`src/rtl/uart_receiver.sv`:
```
// uart_receiver: parametrised UART receiver with 3-sample majority voting, error flags and a one-word holding register
module uart_receiver #(
    parameter int DATA_BITS    = 8,
    parameter int CLKS_PER_BIT = 16,
    parameter int PARITY       = 0,
    parameter int STOP_BITS    = 1
) (
    input  logic                 clk,
    input  logic                 rst,
    input  logic                 rxd,
    input  logic                 read,
    output logic [DATA_BITS-1:0] word,
    output logic                 recieve_ready,
    output logic                 parity_err,
    output logic                 frame_err,
    output logic                 overrun,
    output logic                 busy
);
    localparam int CW = $clog2(CLKS_PER_BIT);
    localparam int H  = CLKS_PER_BIT / 2;
    localparam logic [CW-1:0] C_LO  = CW'(H - 1);
    localparam logic [CW-1:0] C_MID = CW'(H);
    localparam logic [CW-1:0] C_DEC = CW'(H + 1);
    localparam logic [CW-1:0] C_END = CW'(CLKS_PER_BIT - 1);
    localparam logic [3:0]    I_DATA = 4'(DATA_BITS - 1);
    localparam logic [3:0]    I_STOP = 4'(STOP_BITS - 1);
    localparam logic          ODD    = (PARITY == 2);

    typedef enum logic [2:0] {IDLE, START, DATA, PAR, STOP} state_t;

    state_t                state_q, state_d;
    logic [1:0]            sync_q, sync_d;
    logic [1:0]            primed_q, primed_d;
    logic                  armed_q, armed_d;
    logic [CW-1:0]         cnt_q, cnt_d;
    logic [3:0]            idx_q, idx_d;
    logic [1:0]            smp_q, smp_d;
    logic [DATA_BITS-1:0]  sr_q, sr_d;
    logic                  perr_q, perr_d;
    logic                  ferr_q, ferr_d;
    logic [DATA_BITS-1:0]  word_q, word_d;
    logic                  ready_q, ready_d;
    logic                  pe_q, pe_d;
    logic                  fe_q, fe_d;
    logic                  ovr_q, ovr_d;
    logic                  rxs, maj, dec, last, start, done;

    assign rxs   = sync_q[1];
    assign maj   = (smp_q[0] & smp_q[1]) | (smp_q[0] & rxs) | (smp_q[1] & rxs);
    assign dec   = cnt_q == C_DEC;
    assign last  = cnt_q == C_END;
    assign start = state_q == IDLE && armed_q && !rxs;

    // FSM state register; reset aborts any frame in flight
    always_ff @(posedge clk or negedge rst) begin
        if (!rst) state_q <= IDLE;
        else      state_q <= state_d;
    end

    // FSM next state: false start and last stop bit both return early at the decision point
    always_comb begin
        state_d = state_q;
        case (state_q)
            IDLE:    state_d = start ? START : IDLE;
            START:   state_d = (dec && maj) ? IDLE : last ? DATA : START;
            DATA:    state_d = (last && idx_q == I_DATA) ? ((PARITY != 0) ? PAR : STOP) : DATA;
            PAR:     state_d = last ? STOP : PAR;
            STOP:    state_d = (dec && idx_q == I_STOP) ? IDLE : STOP;
            default: state_d = IDLE;
        endcase
    end

    // FSM outputs: busy covers the start-detect cycle, done marks the last stop decision
    always_comb begin
        busy = state_q != IDLE || start;
        done = state_q == STOP && dec && idx_q == I_STOP;
    end

    // Datapath next values: sampling, shifting, error tracking and the holding register handshake
    always_comb begin
        sync_d   = {sync_q[0], rxd};
        primed_d = {primed_q[0], 1'b1};
        armed_d  = (state_d != IDLE) ? armed_q : (state_q == IDLE) ? (armed_q | (rxs & primed_q[1])) : rxs;
        cnt_d    = (state_d == IDLE || last) ? '0 : cnt_q + CW'(1);
        idx_d    = (state_d != state_q) ? 4'd0 : last ? idx_q + 4'd1 : idx_q;
        smp_d    = (cnt_q == C_LO) ? {smp_q[1], rxs} : (cnt_q == C_MID) ? {rxs, smp_q[0]} : smp_q;
        sr_d     = (state_q == DATA && dec) ? {maj, sr_q[DATA_BITS-1:1]} : sr_q;
        perr_d   = start ? 1'b0 : (state_q == PAR && dec) ? (maj != (^sr_q ^ ODD)) : perr_q;
        ferr_d   = start ? 1'b0 : (state_q == STOP && dec && !maj) ? 1'b1 : ferr_q;
        word_d   = done ? sr_q : word_q;
        pe_d     = done ? perr_q : pe_q;
        fe_d     = done ? ferr_d : fe_q;
        ready_d  = done | (ready_q & ~read);
        ovr_d    = (done & ready_q & ~read) | (ovr_q & ~(read & ready_q));
    end

    // Datapath registers; the synchroniser idles high and arming waits until it has seen the real line
    always_ff @(posedge clk or negedge rst) begin
        if (!rst) begin
            sync_q   <= 2'b11;
            primed_q <= 2'b00;
            armed_q  <= 1'b0;
            cnt_q    <= '0;
            idx_q    <= 4'd0;
            smp_q    <= 2'b11;
            sr_q     <= '0;
            perr_q   <= 1'b0;
            ferr_q   <= 1'b0;
            word_q   <= '0;
            ready_q  <= 1'b0;
            pe_q     <= 1'b0;
            fe_q     <= 1'b0;
            ovr_q    <= 1'b0;
        end else begin
            sync_q   <= sync_d;
            primed_q <= primed_d;
            armed_q  <= armed_d;
            cnt_q    <= cnt_d;
            idx_q    <= idx_d;
            smp_q    <= smp_d;
            sr_q     <= sr_d;
            perr_q   <= perr_d;
            ferr_q   <= ferr_d;
            word_q   <= word_d;
            ready_q  <= ready_d;
            pe_q     <= pe_d;
            fe_q     <= fe_d;
            ovr_q    <= ovr_d;
        end
    end

    assign word          = word_q;
    assign recieve_ready = ready_q;
    assign parity_err    = pe_q;
    assign frame_err     = fe_q;
    assign overrun       = ovr_q;
endmodule

```
`config.mk`:
```
export PLATFORM = sky130hd
export DESIGN_NAME = uart_receiver
export DESIGN_NICKNAME = d
export VERILOG_FILES = /design/src/rtl/uart_receiver.sv
export SDC_FILE = /design/constraint.sdc
export NUM_CORES = 1
export LEC_CHECK = 0
export CORE_UTILIZATION = 40
export DETAILED_ROUTE_END_ITERATION = 10
export GPL_ROUTABILITY_DRIVEN = 0
export PLACE_DENSITY = 0.59
export SETUP_SLACK_MARGIN = 0.05
export SYNTH_ARGS = -nofsm -noshare
export SYNTH_HDL_FRONTEND = slang
export SYNTH_SLANG_ARGS = --single-unit
```
`constraint.sdc`:
```
create_clock -name clk -period 1.6 [get_ports clk]
set_input_delay 0.48 -clock clk [delete_from_list [all_inputs] [get_ports clk]]
set_output_delay 0.48 -clock clk [all_outputs]
set_load 0.02 [all_outputs]
```
==> results of run 1 <==
-- sequential cells by signal, summed over array words and instances (netlist names), 2 cells and up --
signal,flops
smp_q,2
sr_q,8
word,8
state_q,3
primed_q,2
idx_q,4
cnt_q,4
sync_q,2
-- synth_stat cells --
| library cell | n |
|---|---|
| and4_4 | 1 |
| conb_1 | 1 |
| nor3_1 | 6 |
| and3_1 | 1 |
| a2bb2oi_1 | 1 |
| nor3_2 | 3 |
| nor3b_2 | 1 |
| o311ai_0 | 1 |
| nand4_1 | 1 |
| o211ai_1 | 1 |
| buf_2 | 4 |
| mux2_2 | 20 |
| dfrtp_1 | 36 |
| o21ai_0 | 3 |
| nand2_1 | 9 |
| o2bb2ai_1 | 1 |
| xor2_1 | 3 |
| xnor3_1 | 1 |
| clkbuf_2 | 1 |
| nand3b_1 | 3 |
| xnor2_1 | 8 |
| a21oi_1 | 2 |
| nor4bb_1 | 1 |
| ha_1 | 5 |
| nor2b_1 | 1 |
| nand3_1 | 3 |
| a221oi_1 | 1 |
| dfstp_2 | 4 |
| nor2_1 | 6 |
| nor3b_1 | 2 |
| a2111o_1 | 1 |
| o21a_1 | 1 |
| o41ai_1 | 2 |
| inv_1 | 7 |
| and4bb_2 | 1 |
| a41o_1 | 1 |
| maj3_2 | 1 |
| and3b_1 | 1 |
| a21boi_4 | 1 |
| a21bo_2 | 1 |
-- cells by family (layout without fill, tap and decap cells) --
| group | Yosys count | after routing |
|---|---|---|
| other cells | 1 | 1 |
| fa+ha+maj | 6 | 6 |
| compound gates | 17 | 17 |
| buf+inv | 12 | 64 |
| xor+xnor | 12 | 12 |
| flops | 40 | 40 |
| mux | 20 | 20 |
| simple gates | 40 | 40 |
-- cell type report --
class	instances	area (um^2)
clock buffer	5	68.8
fill	343	1750
multi-input combinational	96	1020
clock inverter	2	12.5
inverter	7	26.3
tap	52	65.1
sequential	40	1010
timing repair buffer	50	473
-- metal layers --
metal / GRT usage (%) / wire length, um / vias to the layer above
li1: - / - / 626
met5: 0 / 0 / -
met1: 22.5 / 1840 / 626
met2: 27.0 / 1820 / 21
met3: 5.19 / 137 / 6
met4: 5.11 / 47 / 0
-- timing repair --
action	4_1_cts	5_1_grt
setup buffers	2	4
setup endpoints to repair	44	32
hold endpoints to repair	0	0
pin swaps	7	5
resized for setup	42	20
gates cloned	1	0
-- power groups by stage --
stage | logic [W] | registers, W | clock network, W
global route | 0.00140 | 0.00131 | 0.000703
global placement | 0.00100 | 0.00127 | 0
floorplan | 0.000645 | 0.00126 | 0
detailed placement | 0.00102 | 0.00128 | 0
finish | 0.00130 | 0.00129 | 0.000643
CTS | 0.00112 | 0.00128 | 0.000658
-- stage by stage --
stage,hold WS (ns),power (W),setup slack (ns),instance area (um^2),util (%)
after floorplan,0.184,0.00190,0.0271,1920,-
after global placement,0.332,0.00227,-0.240,2340,53.1
after detailed placement,0.336,0.00230,-0.283,2340,53.1
after CTS,0.154,0.00305,-0.104,2540,57.7
after global routing,0.168,0.00342,-0.187,2670,60.5
final,0.134,0.00323,-0.121,2670,60.5
-- worst max-delay path, stage by stage (launching register included) --
cell	delay [ns]
dfrtp_2	0.46
ha_4	0.19
nor4bb_4	0.16
a2111o_1	0.47
and4_4	0.21
nor3b_2	0.17
-- worst paths after layout --
| check | from | to | slack (ns) | depth (start not counted) |
|---|---|---|---|---|
| max | cnt_q[0] | cnt_q[1] | -0.12 | 5 |
| min | rst | cnt_q[1] | 0.13 | 1 |
| max reg2reg | cnt_q[0] | cnt_q[1] | -0.12 | 5 |
| min reg2reg | primed_q[0] | primed_q[1] | 0.35 | 0 |
| max in group asynchronous | rst | word[5] | 0.99 | 2 |
| min in group clk | primed_q[0] | primed_q[1] | 0.35 | 0 |
==> metrics.csv, run 1 <==
stage,metric,value,unit
sta,period_minus_slack,1.72,ns
sta,fin_setup_tns,-1.02,ns
yosys,synth-simple-area-share,13.0,%
drt,drc_errors,0,
power_and_ir_drop,swShare,33.4,%
yosys,synth_fp_nets,157,
grt,gr-usage-all-layers,17.1,%
layout,final_cell_mix,"dfrtp_1, buf_4, mux2_2, dlygate4sd2_1",
power_and_ir_drop,seq_power_share,39.9,%
power_and_ir_drop,switchingPower,0.00108,W
worst_setup_path,path_class,flip-flop to flip-flop,
layout,finalNonFillerCells,252,
drt,ant_nets,0,
sta,fin_skew,0.00713,ns
floorplan,io_pins,17,
yosys,synthCells,148,
sta,fmax,581,MHz
cts,path_clk_slew,0.08,ns
grt,grt_pass1_wl,6490,um
floorplan,fp.coreArea,4410,um^2
sta,rsz0062_at_grt,true,
yosys,synth_top_area_share,48.3,%
yosys,yosysSeqAreaShare,54.0,%
yosys,avgSynthCellArea,12.6,um^2
yosys,synth_xor_area_share,6.38,%
drt,via_per_inst,5.08,
sta,finalMaxSlewViolations,0,
yosys,synthMuxAreaShare,12.1,%
outcome,violations,setup timing,
yosys,netlist_area,1860,um^2
yosys,synthTopCellsByArea,"dfrtp_1, mux2_2, dfstp_2, xnor2_1, ha_1",
placement,dp_hpwl,2460,um
layout,antenna_cells,0,
yosys,synthAdderAreaFrac,3.96,%
placement,place_inst,239,
min_path,min_path_type,input pin to asynchronous set/reset pin,
layout,final_common_cell,dfrtp_1,
cts,cts_buffers,5,
worst_setup_path,end_kind,flip-flop,
grt,grt_max_degree,22,
drt,drt_first_pass_iters,4,
worst_setup_path,critPathRequiredTime,1.82,ns
drt,via_count,1279,
floorplan,fp.dieH,70.3,um
power_and_ir_drop,vdd_drop_max,0.664,mV
drt,drt_iter0_markers,41,
layout,fin_nets,209,
yosys,ys_seq_elements,40,
sta,setup_ws,-0.121,ns
grt,antenna_found_initial,0,
worst_setup_path,crit_arrival,1.94,ns
sta,hold_viol,0,
power_and_ir_drop,power_leakage,1.25,nW
cts,cts_tree,done,
cts,cts_hold_buf,0,
outcome,status,finished with violations,
drt,drt-total-wl,3840,um
sta,final-setup-viol-count,25,
drt,wl_per_cell,15.3,um
yosys,yosys.area.top_type,dfrtp_1,
layout,syn_to_final_growth,43.2,%
yosys,synth_top_family_by_area,simple AND/OR/NAND/NOR gates,
grt,overflow,0,
cts,ctsHtreeMaxLevel,2,
floorplan,start_util,42.2,%
grt,grt_pass1_vias,1350,
yosys,yosysWarnings,0,
floorplan,fp.dieArea,4940,um^2
floorplan,die_w,70.3,um
power_and_ir_drop,internal_power,0.00215,W
yosys,ys_types,40,
cts,root_buffer,clkbuf_8,
floorplan,num_rows,24,
layout,final_layout_size_suffix_gt1_share,51.5,%
cts,cts.sinks,40,
job,maxCapViolations,0,
power_and_ir_drop,p_comb_share,40.2,%
yosys,synth-compound-area-share,7.65,%
sta,post-route-period-util,108,%
cts,cts_buffer_depth,2,
worst_setup_path,critPathLaunchType,flip-flop,
worst_setup_path,cp_max_fo,5,
power_and_ir_drop,pwr-share-clk,19.9,%
power_and_ir_drop,power.density,1210,nW/um^2
placement,numPortBuffers,16,
cts,clk_latency,0.29,ns
No activity file was read; power rests on OpenSTA's default activity.
==> run 2, diff against run 1 <==
ABC_CLOCK_PERIOD_IN_PS = 1600   (was unset)
==> results of run 2 <==
Same layout as run 1: the final DEF is identical, and so are final timing and power.
